<file path="src/rtl/ex_pkg.sv">
// Shared EX-stage definitions: opcodes, flag bit positions, the buffered entry and buffer occupancy states.
package ex_pkg;

    localparam int EX_DATA_W = 16;
    localparam int EX_REG_W  = 4;
    localparam int EX_OP_W   = 4;

    localparam logic [3:0] OP_ADD = 4'h0;
    localparam logic [3:0] OP_SUB = 4'h1;
    localparam logic [3:0] OP_XOR = 4'h2;
    localparam logic [3:0] OP_RED = 4'h3;

    localparam int FLG_Z = 2;
    localparam int FLG_V = 1;
    localparam int FLG_N = 0;

    typedef struct packed {
        logic [EX_OP_W-1:0]   opcode;
        logic [EX_DATA_W-1:0] result;
        logic [EX_REG_W-1:0]  dst;
        logic                 regwrite;
    } ex_entry_t;

    // Encoding doubles as the valid bits: bit0 = main_valid, bit1 = skid_valid.
    typedef enum logic [1:0] {
        BUF_E = 2'b00,
        BUF_M = 2'b01,
        BUF_F = 2'b11
    } buf_state_t;

endpackage

</file>
<file path="src/rtl/flag_unit.sv">
// Architectural {Z,V,N} flag register with next-flag decode; loads only on accepted EX results.
// RED_FLAGS_EN: when defined, RED results also update Z and N.
module flag_unit
    import ex_pkg::*;
#(
    parameter int DATA_W = 16,
    parameter int OP_W   = 4
) (
    input  logic              clk,
    input  logic              rst_n,
    input  logic              en,
    input  logic [OP_W-1:0]   opcode,
    input  logic [DATA_W-1:0] result,
    input  logic              ovf,
    output logic [2:0]        flags
);

    logic [2:0] flags_nxt;
    logic       zero;

    always_comb begin
        flags_nxt = flags;
        zero      = (result == '0);
        case (opcode)
            OP_ADD, OP_SUB: begin
                flags_nxt[FLG_Z] = zero;
                flags_nxt[FLG_V] = ovf;
                flags_nxt[FLG_N] = result[DATA_W-1];
            end
            OP_XOR: begin
                flags_nxt[FLG_Z] = zero;
            end
            OP_RED: begin
`ifdef RED_FLAGS_EN
                flags_nxt[FLG_Z] = zero;
                flags_nxt[FLG_N] = result[DATA_W-1];
`endif
            end
            default: begin
            end
        endcase
    end

    always_ff @(posedge clk) begin
        if (!rst_n) begin
            flags <= 3'b000;
        end else if (en) begin
            flags <= flags_nxt;
        end
    end

endmodule

</file>
<file path="src/rtl/ex_result_skid.sv">
// EX-stage output: 2-entry skid buffer (main = head, skid = overflow) toward MEM, plus the flag register.
// RED_FLAGS_EN: selects whether RED results update flags (buffering unaffected).
module ex_result_skid
    import ex_pkg::*;
#(
    parameter int DATA_W = EX_DATA_W,
    parameter int REG_W  = EX_REG_W,
    parameter int OP_W   = EX_OP_W
) (
    input  logic              clk,
    input  logic              rst_n,
    input  logic              flush,
    input  logic              in_valid,
    output logic              in_ready,
    input  logic [OP_W-1:0]   in_opcode,
    input  logic [DATA_W-1:0] in_result,
    input  logic              in_ovf,
    input  logic [REG_W-1:0]  in_dst,
    input  logic              in_regwrite,
    output logic              out_valid,
    input  logic              out_ready,
    output logic [OP_W-1:0]   out_opcode,
    output logic [DATA_W-1:0] out_result,
    output logic [REG_W-1:0]  out_dst,
    output logic              out_regwrite,
    output logic [2:0]        flags
);

    // Handshake: a transfer happens on a rising edge where valid and ready are
    // both high; in_ready depends only on registered state, never on out_ready.
    buf_state_t state, state_nxt;
    ex_entry_t  main_q, skid_q, in_entry;
    logic       accept, pop;
    logic       load_main, load_skid, skid_to_main;

    assign out_valid = state[0];
    assign in_ready  = ~state[1];

    assign accept = in_valid & in_ready & ~flush;
    assign pop    = out_valid & out_ready;

    assign in_entry = '{opcode: in_opcode, result: in_result,
                        dst: in_dst, regwrite: in_regwrite};

    always_comb begin
        state_nxt    = state;
        load_main    = 1'b0;
        load_skid    = 1'b0;
        skid_to_main = 1'b0;
        if (flush) begin
            state_nxt = BUF_E;
        end else begin
            case (state)
                BUF_E: begin
                    if (accept) begin
                        state_nxt = BUF_M;
                        load_main = 1'b1;
                    end
                end
                BUF_M: begin
                    case ({pop, accept})
                        2'b10: state_nxt = BUF_E;
                        2'b11: load_main = 1'b1;
                        2'b01: begin
                            state_nxt = BUF_F;
                            load_skid = 1'b1;
                        end
                        default: state_nxt = BUF_M;
                    endcase
                end
                BUF_F: begin
                    if (pop) begin
                        state_nxt    = BUF_M;
                        skid_to_main = 1'b1;
                    end
                end
                default: state_nxt = BUF_E;
            endcase
        end
    end

    always_ff @(posedge clk) begin
        if (!rst_n) begin
            state  <= BUF_E;
            main_q <= '0;
            skid_q <= '0;
        end else begin
            state <= state_nxt;
            if (load_main) begin
                main_q <= in_entry;
            end else if (skid_to_main) begin
                main_q <= skid_q;
            end
            if (load_skid) begin
                skid_q <= in_entry;
            end
        end
    end

    assign out_opcode   = main_q.opcode;
    assign out_result   = main_q.result;
    assign out_dst      = main_q.dst;
    assign out_regwrite = main_q.regwrite;

    flag_unit #(
        .DATA_W(DATA_W),
        .OP_W  (OP_W)
    ) u_flag_unit (
        .clk   (clk),
        .rst_n (rst_n),
        .en    (accept),
        .opcode(in_opcode),
        .result(in_result),
        .ovf   (in_ovf),
        .flags (flags)
    );

endmodule

</file>
<file path="config.mk">
export PLATFORM = sky130hd
export DESIGN_NAME = ex_result_skid
export DESIGN_NICKNAME = d
export VERILOG_FILES = /design/src/rtl/ex_pkg.sv /design/src/rtl/flag_unit.sv /design/src/rtl/ex_result_skid.sv
export SDC_FILE = /design/constraint.sdc
export NUM_CORES = 1
export LEC_CHECK = 0
export ABC_AREA = 1
export CORE_MARGIN = 5
export CORE_UTILIZATION = 51
export DETAILED_ROUTE_END_ITERATION = 8
export HOLD_SLACK_MARGIN = 0.12
export MAX_ROUTING_LAYER = met4
export PLACE_DENSITY = 0.8
export SYNTH_ARGS = -nofsm -noshare
export SYNTH_HDL_FRONTEND = slang
export SYNTH_SLANG_ARGS = --single-unit
</file>
<file path="constraint.sdc">
create_clock -name clk -period 1.8 [get_ports clk]
set_input_delay 0.45 -clock clk [delete_from_list [all_inputs] [get_ports clk]]
set_output_delay 0.45 -clock clk [all_outputs]
set_load 0.01 [all_outputs]
</file>
==> results of run 1 <==
[logic make-up after synthesis]
group	Yosys count	share of synthesized area [%]
AO/OA/AOI/OAI	54	9.66
adder cells (fa/ha/maj)	4	1.77
buffers and inverters	56	10.4
flip-flops	55	39.0
AND/OR/NAND/NOR	223	39.1
[state kept, by name, summed over array words and instances, names as in the netlist]
| name | count |
|---|---|
| out_dst | 4 |
| out_opcode | 4 |
| out_regwrite | 1 |
| out_result | 16 |
| skid_q | 25 |
| state | 2 |
| u_flag_unit.flags | 3 |
[cell usage in the layout (no fill, tap or decap), drive strengths merged]
cell type | netlist | final
nand2 | 94 | 94
nand3 | 71 | 71
clkdlybuf4s50 | 0 | 59
dfxtp | 55 | 55
a21oi | 52 | 52
buf | 22 | 28
nand4 | 27 | 27
inv | 24 | 24
nor2 | 21 | 21
nand3b | 10 | 10
clkbuf | 8 | 5
ha | 4 | 4
clkinv | 2 | 2
a21boi | 1 | 1
o21ai | 1 | 1
bufinv | 0 | 1
clkinvlp | 0 | 1
dlymetal6s2s | 0 | 1
[final cells by class]
type	count	area (um2)
sequential	55	1100
multi-input combinational	281	1430
tap	72	90.1
clock inverter	2	37.5
fill	451	1700
clock buffer	5	68.8
timing repair buffer	88	913
inverter	26	98.8
[repair_timing]
item	in CTS	in global routing
hold buffers	0	0
gates cloned	0	0
gates resized for setup	1	1
setup buffers	0	0
endpoints found under the setup margin	1	1
[worst paths after layout]
kind	cells past startpoint	start	to
worst min-delay path	2	skid_q[11]$_SDFFE_PN0P_	skid_q[11]$_SDFFE_PN0P_
worst min register to register	2	skid_q[11]$_SDFFE_PN0P_	skid_q[11]$_SDFFE_PN0P_
worst max register to register	8	state[0]$_SDFFE_PP0P_	out_result[8]$_SDFFE_PN0P_
worst max-delay path	1	state[0]$_SDFFE_PP0P_	out_valid
[routing by layer]
layer  vias to the layer above  share of wire, %  global-route usage (%)
met2                       102                51                    36.6
li1                       1446                 -                       -
met4                         0               1.3                    8.06
met1                      1315                42                    27.3
met5                         -                 0                       -
met3                         9               5.9                    3.43
[through the flow]
| stage | setup TNS, ps | worst slack [ps] |
|---|---|---|
| final | 0 | 52.7 |
| after floorplan | 0 | 211 |
| after global routing | 0 | 17.8 |
| after detailed placement | -2770 | -83.8 |
| after CTS | 0 | 1.17 |
| after global placement | -843 | -44.3 |
[report_power, final]
| part | switching, mW | internal [mW] | leakage (nW) |
|---|---|---|---|
| logic | 0.295 | 0.283 | 1.03 |
| clock network | 0.410 | 0.407 | 0.0502 |
| registers | 0.0341 | 1.27 | 0.448 |
==> run_summary.xml, run 1 <==
<?xml version="1.0" encoding="UTF-8"?>
<metrics>
  <group name="setup_path">
    <metric name="timing.critical_path.to_type" unit="">primary output</metric>
    <metric name="crit_buf_inv" unit="">1</metric>
    <metric name="worstPathCellList" unit="">clkdlybuf4s50_1</metric>
    <metric name="start_kind" unit="">flip-flop</metric>
    <metric name="worstPathRequired" unit="ps">1350</metric>
    <metric name="timing_worst_setup_path_type" unit="">flip-flop to primary output</metric>
    <metric name="cp_slowest_cell" unit="">sky130_fd_sc_hd__clkdlybuf4s50_1</metric>
    <metric name="regToRegSetupSlack" unit="ps">280</metric>
    <metric name="critPathMaxStageDelay" unit="ps">570</metric>
    <metric name="kind_of_cell_adding_the_most_delay_to_the_critical_path" unit="">buffers and inverters</metric>
    <metric name="worstPathArrival" unit="ps">1300</metric>
    <metric name="timing.critical_path.fanout_max" unit="">6</metric>
  </group>
  <group name="cells_and_area">
    <metric name="drive_above_1_share" unit="%">10.3</metric>
    <metric name="insertedDiodeCount" unit="">0</metric>
    <metric name="final_core_util" unit="%">68.7</metric>
    <metric name="final_area" unit="um2">3740</metric>
    <metric name="final_nets" unit="">492</metric>
    <metric name="post_layout_nonfiller_instances" unit="">529</metric>
    <metric name="synthToLayoutAreaGrowth" unit="%">32.4</metric>
  </group>
  <group name="pwr">
    <metric name="vdd_drop_max" unit="mV">0.548</metric>
    <metric name="total_leakage_power" unit="nW">1.53</metric>
    <metric name="power_density" unit="nW/um2">723</metric>
    <metric name="power.total" unit="mW">2.70</metric>
  </group>
  <group name="synth">
    <metric name="netlist_instances" unit="">392</metric>
    <metric name="synth_edf_count" unit="">0</metric>
    <metric name="yosys-top-cells-count" unit="">89 x sky130_fd_sc_hd__nand2_1, 69 x sky130_fd_sc_hd__nand3_1, 55 x sky130_fd_sc_hd__dfxtp_1, 52 x sky130_fd_sc_hd__a21oi_1, 27 x sky130_fd_sc_hd__nand4_1</metric>
    <metric name="synthArstFlopShare" unit="%">0</metric>
    <metric name="synth_top_cells_by_area" unit="">sky130_fd_sc_hd__dfxtp_1 39%, sky130_fd_sc_hd__nand3_1 12%, sky130_fd_sc_hd__nand2_1 12%</metric>
    <metric name="synthDominantCellAreaShare" unit="%">39.0</metric>
    <metric name="synthDominantAreaCellType" unit="">sky130_fd_sc_hd__dfxtp_1</metric>
    <metric name="ys_warn_count" unit="">0</metric>
    <metric name="syn_nets" unit="">427</metric>
    <metric name="synthesized_area_divided_by_synthesized_cell_count" unit="um2">7.20</metric>
    <metric name="yosysSeqAreaShare" unit="%">39.0</metric>
    <metric name="ys_types" unit="">25</metric>
    <metric name="postSynthRegisterBits" unit="">55</metric>
    <metric name="primary_ff_master_synth" unit="">sky130_fd_sc_hd__dfxtp_1</metric>
    <metric name="most_frequent_cell_after_synthesis" unit="">sky130_fd_sc_hd__nand2_1</metric>
    <metric name="synthesis.area" unit="um2">2820</metric>
  </group>
  <group name="sta">
    <metric name="hold_violations" unit="">0</metric>
    <metric name="worst_pin_slew" unit="ps">312</metric>
    <metric name="slew_viol_final" unit="">0</metric>
    <metric name="max_freq" unit="GHz">0.572</metric>
    <metric name="unrepaired_setup_endpoints_after_global_routing" unit="">no</metric>
    <metric name="finalCriticalPeriod" unit="ps">1750</metric>
    <metric name="max_slew_margin" unit="%">79.0</metric>
    <metric name="final_period_util" unit="%">97.1</metric>
    <metric name="setup-violations-final" unit="">0</metric>
    <metric name="timing.hold.ws" unit="ps">466</metric>
    <metric name="timing.clock.skew" unit="ps">7.43</metric>
  </group>
  <group name="floorplan">
    <metric name="floorplan.die_area" unit="um2">7120</metric>
    <metric name="io_pins" unit="">61</metric>
    <metric name="core" unit="um2">5440</metric>
    <metric name="floorplan.initialDensity" unit="%">51.9</metric>
    <metric name="placementRows" unit="">27</metric>
    <metric name="dieHeight" unit="um">84.4</metric>
    <metric name="die_width" unit="um">84.4</metric>
  </group>
  <group name="placement">
    <metric name="cell_total_after_placement" unit="">522</metric>
    <metric name="detailed_place.area" unit="um2">3630</metric>
    <metric name="globalplace.congestion" unit="">0.889</metric>
    <metric name="dp_hpwl" unit="mm">5.37</metric>
    <metric name="port_buffers" unit="">60</metric>
  </group>
  <group name="clock_network">
    <metric name="htreeDepth" unit="">2</metric>
    <metric name="clk_root_buffer_cell" unit="">sky130_fd_sc_hd__clkbuf_8</metric>
    <metric name="cts_buffer_depth" unit="">2</metric>
    <metric name="cts_tree" unit="">built</metric>
    <metric name="total_clock_buffers_created_by_cts" unit="">5</metric>
    <metric name="clk_lat_worst_skew" unit="ps">310</metric>
    <metric name="tritoncts_sinks" unit="">55</metric>
    <metric name="cts.reportedPaths.clkPinSlew" unit="ps">90</metric>
  </group>
  <group name="routing">
    <metric name="detailedRoute.firstPassIterationCount" unit="">4</metric>
    <metric name="remaining_drc_errors" unit="">0</metric>
    <metric name="route.antenna.remaining_nets" unit="">0</metric>
    <metric name="first_iter_violations" unit="">205</metric>
    <metric name="postRouteWirelength" unit="mm">7.52</metric>
    <metric name="vias" unit="">2872</metric>
    <metric name="route.detailed.vias_per_inst" unit="">5.43</metric>
    <metric name="avgRoutedWirePerCell" unit="um">14.2</metric>
  </group>
  <group name="global_routing">
    <metric name="number_of_global_route_vias_before_repair" unit="">2676</metric>
    <metric name="grt_antenna_before_repair" unit="">0</metric>
    <metric name="grt_util_all_layers" unit="%">22.1</metric>
    <metric name="maximum_number_of_pins_on_one_net_before_global_route_repair" unit="">31</metric>
    <metric name="grt_remaining_overflow" unit="">0</metric>
    <metric name="wire_length_of_the_first_global_routing_pass" unit="mm">12.7</metric>
  </group>
  <group name="run">
    <metric name="max_cap_violations" unit="">0</metric>
  </group>
  <group name="outcome">
    <metric name="outcome" unit="">finished, final reports clean</metric>
  </group>
  <group name="min_path">
    <metric name="worst_hold_path_type" unit="">flip-flop to flip-flop</metric>
  </group>
</metrics>
(Power assumes the default switching activity.)
==> run 2: changes to the inputs <==
Settings changed: SKIP_LAST_GASP set to 1, SLEW_MARGIN set to 20.
Clock period 1.8 ns to 1.7 ns, I/O delays scaled along.
==> run_summary.xml, run 2 (synthesis gave the netlist of run 1 again) <==
<?xml version="1.0" encoding="UTF-8"?>
<metrics>
  <group name="outcome">
    <metric name="outcome" unit="">finished, final reports clean</metric>
  </group>
  <group name="floorplan">
    <metric name="placementRows" unit="">27</metric>
    <metric name="core" unit="um2">5440</metric>
    <metric name="dieHeight" unit="um">84.4</metric>
    <metric name="floorplan.die_area" unit="um2">7120</metric>
    <metric name="floorplan.initialDensity" unit="%">51.9</metric>
    <metric name="die_width" unit="um">84.4</metric>
    <metric name="io_pins" unit="">61</metric>
  </group>
  <group name="placement">
    <metric name="globalplace.congestion" unit="">0.873</metric>
    <metric name="detailed_place.area" unit="um2">3650</metric>
    <metric name="cell_total_after_placement" unit="">523</metric>
    <metric name="dp_hpwl" unit="mm">5.48</metric>
    <metric name="port_buffers" unit="">60</metric>
  </group>
  <group name="sta">
    <metric name="final_period_util" unit="%">96.7</metric>
    <metric name="max_freq" unit="GHz">0.608</metric>
    <metric name="hold_violations" unit="">0</metric>
    <metric name="worst_pin_slew" unit="ps">315</metric>
    <metric name="timing.clock.skew" unit="ps">6.44</metric>
    <metric name="unrepaired_setup_endpoints_after_global_routing" unit="">no</metric>
    <metric name="max_slew_margin" unit="%">78.7</metric>
    <metric name="setup-violations-final" unit="">0</metric>
    <metric name="slew_viol_final" unit="">0</metric>
    <metric name="finalCriticalPeriod" unit="ps">1640</metric>
  </group>
  <group name="setup_path">
    <metric name="critical_path.reg2reg.startpoint" unit="">state[1]$_SDFFE_PP0P_</metric>
    <metric name="timing.critical_path.fanout_max" unit="">2</metric>
    <metric name="reg2reg_depth" unit="">9</metric>
    <metric name="worstPathArrival" unit="ps">1220</metric>
    <metric name="timing.critical_path.to_type" unit="">primary output</metric>
    <metric name="kind_of_cell_adding_the_most_delay_to_the_critical_path" unit="">buffers and inverters</metric>
    <metric name="worstPathRequired" unit="ps">1270</metric>
    <metric name="cp_num_cells" unit="">1</metric>
    <metric name="critPathMaxStageDelay" unit="ps">550</metric>
    <metric name="timing_worst_setup_path_type" unit="">flip-flop to primary output</metric>
    <metric name="r2r-end" unit="">out_result[7]$_SDFFE_PN0P_</metric>
    <metric name="regToRegSetupSlack" unit="ps">150</metric>
    <metric name="cp_slowest_cell" unit="">sky130_fd_sc_hd__clkdlybuf4s50_1</metric>
    <metric name="worst_setup_path_endpoint" unit="">out_dst[0]</metric>
    <metric name="critPathLaunch" unit="">out_dst[0]$_SDFFE_PN0P_</metric>
    <metric name="worstPathCellList" unit="">clkdlybuf4s50_1</metric>
    <metric name="start_kind" unit="">flip-flop</metric>
    <metric name="crit_buf_inv" unit="">1</metric>
  </group>
  <group name="min_path">
    <metric name="worst_hold_path_type" unit="">flip-flop to flip-flop</metric>
    <metric name="hp-start" unit="">skid_q[14]$_SDFFE_PN0P_</metric>
  </group>
  <group name="routing">
    <metric name="first_iter_violations" unit="">231</metric>
    <metric name="vias" unit="">2998</metric>
    <metric name="route.antenna.remaining_nets" unit="">0</metric>
    <metric name="avgRoutedWirePerCell" unit="um">14.7</metric>
    <metric name="route.detailed.vias_per_inst" unit="">5.65</metric>
    <metric name="remaining_drc_errors" unit="">0</metric>
    <metric name="postRouteWirelength" unit="mm">7.80</metric>
    <metric name="detailedRoute.firstPassIterationCount" unit="">4</metric>
  </group>
  <group name="global_routing">
    <metric name="grt_util_all_layers" unit="%">22.4</metric>
    <metric name="wire_length_of_the_first_global_routing_pass" unit="mm">12.9</metric>
    <metric name="grt-busiest-layer" unit="">met2</metric>
    <metric name="grt.met1_usage" unit="%">26.7</metric>
    <metric name="grt_remaining_overflow" unit="">0</metric>
    <metric name="grt_antenna_before_repair" unit="">0</metric>
    <metric name="maximum_number_of_pins_on_one_net_before_global_route_repair" unit="">31</metric>
    <metric name="grt_util_met3" unit="%">3.73</metric>
    <metric name="number_of_global_route_vias_before_repair" unit="">2711</metric>
    <metric name="met2_usage" unit="%">40.0</metric>
  </group>
  <group name="pwr">
    <metric name="power.total" unit="mW">2.81</metric>
    <metric name="total_leakage_power" unit="nW">1.58</metric>
    <metric name="vdd_drop_max" unit="mV">0.387</metric>
    <metric name="power_density" unit="nW/um2">746</metric>
  </group>
  <group name="clock_network">
    <metric name="clk_lat_worst_skew" unit="ps">310</metric>
    <metric name="cts_buffer_depth" unit="">2</metric>
    <metric name="tritoncts_sinks" unit="">55</metric>
    <metric name="total_clock_buffers_created_by_cts" unit="">5</metric>
    <metric name="cts.reportedPaths.clkPinSlew" unit="ps">100</metric>
    <metric name="clk_root_buffer_cell" unit="">sky130_fd_sc_hd__clkbuf_8</metric>
    <metric name="ctsHoldBuffers" unit="">0</metric>
    <metric name="htreeDepth" unit="">2</metric>
    <metric name="cts_tree" unit="">built</metric>
    <metric name="post_cts_buffers" unit="">0</metric>
  </group>
  <group name="cells_and_area">
    <metric name="multi_input_gate_area" unit="um2">1430</metric>
    <metric name="area.sequential" unit="um2">1100</metric>
    <metric name="drive_above_1_share" unit="%">10.7</metric>
    <metric name="largest_reg_flops" unit="">25</metric>
    <metric name="synthToLayoutAreaGrowth" unit="%">33.2</metric>
    <metric name="layout.cells.most_common" unit="">sky130_fd_sc_hd__nand2_1</metric>
    <metric name="final_area" unit="um2">3760</metric>
    <metric name="post_layout_nonfiller_instances" unit="">531</metric>
    <metric name="insertedDiodeCount" unit="">0</metric>
    <metric name="mostFrequentLayoutCells" unit="">89 x sky130_fd_sc_hd__nand2_1, 69 x sky130_fd_sc_hd__nand3_1, 56 x sky130_fd_sc_hd__clkdlybuf4s50_1, 54 x sky130_fd_sc_hd__dfxtp_1, 52 x sky130_fd_sc_hd__a21oi_1</metric>
    <metric name="n_fill_cell" unit="">455</metric>
    <metric name="largest_reg_by_ff_count" unit="">skid_q</metric>
    <metric name="final_nets" unit="">493</metric>
  </group>
  <group name="run">
    <metric name="max_cap_violations" unit="">0</metric>
  </group>
</metrics>
run 2: cell types whose count changed in the layout (fill, tap and decap cells not counted), sizes merged:
cell | previous run | this run
clkbuf | 5 | 7
bufinv | 1 | 0
dlygate4sd2 | 0 | 1
buf | 28 | 29
clkdlybuf4s50 | 59 | 56
dlymetal6s2s | 1 | 3
run 2: stage by stage:
stage	hold WS [ps]	TNS (ps)	setup slack [ps]	utilization [%]
3_5_place_dp	450	-5810	-140	67.1
4_1_cts	465	0	26.0	69.0
6_report	464	0	55.7	69.1
2_1_floorplan	439	0	111	-
5_1_grt	481	0	2.61	69.1
3_3_place_gp	446	-3070	-77.6	67.1
run 2: cell type report:
class	instances	share of cell area, %
Inverter	26	2.63
Sequential cell	55	29.3
Tap cell	72	2.40
Timing Repair Buffer	89	24.9
Clock inverter	1	0.200
Multi-Input combinational cell	281	38.0
Clock buffer	7	2.56
run 2: repair_timing:
item | CTS | global route
endpoints found under the hold margin | 0 | 0
setup endpoints to repair | 2 | 3
gates resized for setup | 2 | 3
run 2: how the worst min path moves through the flow:
stage          slack (ps)                      end  depth (start not counted)
2_1_floorplan         440   skid_q[0]$_SDFFE_PN0P_                          2
3_3_place_gp          450  skid_q[18]$_SDFFE_PN0P_                          2
3_5_place_dp          450  skid_q[14]$_SDFFE_PN0P_                          2
4_1_cts               470  skid_q[14]$_SDFFE_PN0P_                          2
5_1_grt               480  skid_q[14]$_SDFFE_PN0P_                          2
6_report              460  skid_q[14]$_SDFFE_PN0P_                          2
run 2: tightest hold or removal path: stages (launching register included):
cell	delay, ps
sky130_fd_sc_hd__dfxtp_1	320
sky130_fd_sc_hd__nand2_1	60
sky130_fd_sc_hd__a21oi_1	50
run 2: power by group:
group	internal, mW	switching, mW
Combinational	0.301	0.317
Sequential	1.35	0.0360
Clock	0.372	0.431
Total	2.02	0.784
run 2: per-layer routing:
layer  up-vias  wire length, um  part of all wire [%]
met5         -                0                     0
met4         0               43                  0.55
met3         6              485                   6.2
met2       119             4070                    52
met1      1417             3210                    41
li1       1456                -                     -
==> run 3: changes to the inputs <==
Settings changed: CORE_UTILIZATION 51 to 46, PLACE_DENSITY 0.8 to 0.76.
Clock period 1.7 ns to 1.4 ns, I/O delays scaled along.
==> run_summary.xml, run 3 (synthesis gave the netlist of run 1 again) <==
<?xml version="1.0" encoding="UTF-8"?>
<metrics>
  <group name="outcome">
    <metric name="outcome" unit="">finished with violations</metric>
    <metric name="violations" unit="">negative setup slack</metric>
  </group>
  <group name="floorplan">
    <metric name="floorplan.initialDensity" unit="%">47.4</metric>
    <metric name="placementRows" unit="">28</metric>
    <metric name="io_pins" unit="">61</metric>
    <metric name="dieHeight" unit="um">88.3</metric>
    <metric name="die_width" unit="um">88.3</metric>
    <metric name="core" unit="um2">5960</metric>
    <metric name="floorplan.die_area" unit="um2">7800</metric>
  </group>
  <group name="placement">
    <metric name="globalplace.congestion" unit="">0.854</metric>
    <metric name="port_buffers" unit="">60</metric>
    <metric name="cell_total_after_placement" unit="">533</metric>
    <metric name="dp_worst_setup_slack" unit="ps">-355</metric>
    <metric name="dp_hpwl" unit="mm">5.47</metric>
  </group>
  <group name="sta">
    <metric name="worst_pin_slew" unit="ps">242</metric>
    <metric name="finalCriticalPeriod" unit="ps">1410</metric>
    <metric name="setup-violations-final" unit="">2</metric>
    <metric name="max_freq" unit="GHz">0.708</metric>
    <metric name="timing.clock.skew" unit="ps">7.00</metric>
    <metric name="final_period_util" unit="%">101</metric>
    <metric name="timing.final.ws_setup" unit="ps">-12.4</metric>
    <metric name="timing.hold.ws" unit="ps">464</metric>
    <metric name="post_route_setup_tns" unit="ps">-16.7</metric>
    <metric name="unrepaired_setup_endpoints_after_global_routing" unit="">yes</metric>
    <metric name="hold_violations" unit="">0</metric>
    <metric name="slew_viol_final" unit="">0</metric>
    <metric name="max_slew_margin" unit="%">83.9</metric>
  </group>
  <group name="cells_and_area">
    <metric name="layout.cells.most_common" unit="">sky130_fd_sc_hd__nand2_1</metric>
    <metric name="largest_reg_flops" unit="">25</metric>
    <metric name="largest_reg_by_ff_count" unit="">skid_q</metric>
    <metric name="final_core_util" unit="%">67.4</metric>
    <metric name="insertedDiodeCount" unit="">0</metric>
    <metric name="drive_above_1_share" unit="%">17.7</metric>
    <metric name="mostFrequentLayoutCells" unit="">76 x sky130_fd_sc_hd__nand2_1, 69 x sky130_fd_sc_hd__nand3_1, 53 x sky130_fd_sc_hd__dfxtp_1, 46 x sky130_fd_sc_hd__a21oi_1, 32 x sky130_fd_sc_hd__dlygate4sd2_1</metric>
    <metric name="synthToLayoutAreaGrowth" unit="%">42.1</metric>
    <metric name="final_nets" unit="">502</metric>
    <metric name="post_layout_nonfiller_instances" unit="">543</metric>
  </group>
  <group name="setup_path">
    <metric name="start_kind" unit="">flip-flop</metric>
    <metric name="timing_worst_setup_path_type" unit="">flip-flop to flip-flop</metric>
    <metric name="worstPathRequired" unit="ps">1640</metric>
    <metric name="timing.critical_path.fanout_max" unit="">7</metric>
    <metric name="worstPathArrival" unit="ps">1660</metric>
    <metric name="regToRegSetupSlack" unit="ps">-10</metric>
    <metric name="timing.critical_path.to_type" unit="">flip-flop</metric>
  </group>
  <group name="pwr">
    <metric name="power_density" unit="nW/um2">894</metric>
    <metric name="vdd_drop_max" unit="mV">0.577</metric>
    <metric name="total_leakage_power" unit="nW">1.74</metric>
  </group>
  <group name="routing">
    <metric name="first_iter_violations" unit="">188</metric>
    <metric name="avgRoutedWirePerCell" unit="um">15.2</metric>
    <metric name="vias" unit="">3051</metric>
    <metric name="route.antenna.remaining_nets" unit="">0</metric>
    <metric name="route.detailed.vias_per_inst" unit="">5.62</metric>
    <metric name="remaining_drc_errors" unit="">0</metric>
    <metric name="postRouteWirelength" unit="mm">8.27</metric>
    <metric name="detailedRoute.firstPassIterationCount" unit="">5</metric>
  </group>
  <group name="global_routing">
    <metric name="wire_length_of_the_first_global_routing_pass" unit="mm">12.8</metric>
    <metric name="grt_antenna_before_repair" unit="">0</metric>
    <metric name="maximum_number_of_pins_on_one_net_before_global_route_repair" unit="">28</metric>
    <metric name="grt_remaining_overflow" unit="">0</metric>
    <metric name="grt_util_all_layers" unit="%">21.0</metric>
    <metric name="number_of_global_route_vias_before_repair" unit="">2827</metric>
  </group>
  <group name="clock_network">
    <metric name="htreeDepth" unit="">2</metric>
    <metric name="total_clock_buffers_created_by_cts" unit="">5</metric>
    <metric name="clk_root_buffer_cell" unit="">sky130_fd_sc_hd__clkbuf_8</metric>
    <metric name="cts.reportedPaths.clkPinSlew" unit="ps">100</metric>
    <metric name="cts_buffer_depth" unit="">2</metric>
    <metric name="tritoncts_sinks" unit="">55</metric>
    <metric name="clk_lat_worst_skew" unit="ps">310</metric>
    <metric name="cts_tree" unit="">built</metric>
  </group>
  <group name="run">
    <metric name="max_cap_violations" unit="">0</metric>
  </group>
  <group name="min_path">
    <metric name="worst_hold_path_type" unit="">flip-flop to flip-flop</metric>
  </group>
</metrics>
## run 3: cell count changes in the layout (fill, tap and decap cells not counted), moves of 3 or more
| cell | delta |
|---|---|
| sky130_fd_sc_hd__dlygate4sd2_1 | +31 |
| sky130_fd_sc_hd__clkdlybuf4s50_1 | -29 |
| sky130_fd_sc_hd__nand2_1 | -13 |
| sky130_fd_sc_hd__nand2_2 | +12 |
| sky130_fd_sc_hd__a21oi_1 | -6 |
| sky130_fd_sc_hd__a21oi_2 | +6 |
| sky130_fd_sc_hd__buf_12 | +4 |
| sky130_fd_sc_hd__buf_6 | +3 |
| sky130_fd_sc_hd__inv_1 | -3 |
## run 3: path summary, 6_finish.rpt
kind                             endpoint                    start  cells after the start
setup reg to reg  out_dst[2]$_SDFFE_PN0P_    state[1]$_SDFFE_PP0P_                      9
setup / recovery  out_dst[2]$_SDFFE_PN0P_    state[1]$_SDFFE_PP0P_                      9
hold reg to reg   skid_q[18]$_SDFFE_PN0P_  skid_q[18]$_SDFFE_PN0P_                      2
hold / removal    skid_q[18]$_SDFFE_PN0P_  skid_q[18]$_SDFFE_PN0P_                      2
## run 3: through the flow
| step | instance area (um2) | power [mW] |
|---|---|---|
| 6_report | 4010 | 3.59 |
| 5_1_grt | 4010 | 3.75 |
| 4_1_cts | 3870 | 3.54 |
| 3_5_place_dp | 3780 | 2.50 |
| 3_3_place_gp | 3780 | 2.48 |
| 2_1_floorplan | 2850 | 2.10 |
## run 3: critical path: stages (launching register included)
cell and delay (ps):
sky130_fd_sc_hd__dfxtp_4 380, sky130_fd_sc_hd__inv_8 70, sky130_fd_sc_hd__ha_4 150, sky130_fd_sc_hd__nand3_4 80, sky130_fd_sc_hd__nand2_4 120, sky130_fd_sc_hd__nand2_8 100, sky130_fd_sc_hd__buf_12 160, sky130_fd_sc_hd__nand2_2 60
sky130_fd_sc_hd__nand2_2 70, sky130_fd_sc_hd__a21oi_2 150
## run 3: where the power goes
part           leakage, nW  internal (mW)  switching [mW]
Sequential           0.449           1.64          0.0432
Combinational         1.23          0.379           0.425
Clock               0.0612          0.580           0.522
## run 3: cell type report
| class | instances | area (um2) |
|---|---|---|
| clock inverters | 2 | 35.0 |
| multi-input cells | 281 | 1530 |
| flip-flops and latches | 55 | 1110 |
| inverters | 26 | 106 |
| fillers | 527 | 1940 |
| well taps | 75 | 93.8 |
| clock buffers | 6 | 82.6 |
| repair buffers | 98 | 1060 |
## run 3: metal layers
layer | routed length (um) | share of wire [%] | global-route usage [%]
met5 | 0 | 0 | -
met4 | 102 | 1.2 | 6.04
met1 | 3320 | 40 | 25.0
met2 | 4300 | 52 | 36.2
met3 | 544 | 6.6 | 3.91
## run 3: timing repair
action,CTS,global route
buffers inserted,0,0
pin swaps,1,16
setup endpoints to repair,67,54
hold buffers,0,0
gates cloned,0,2
resized for setup,33,33
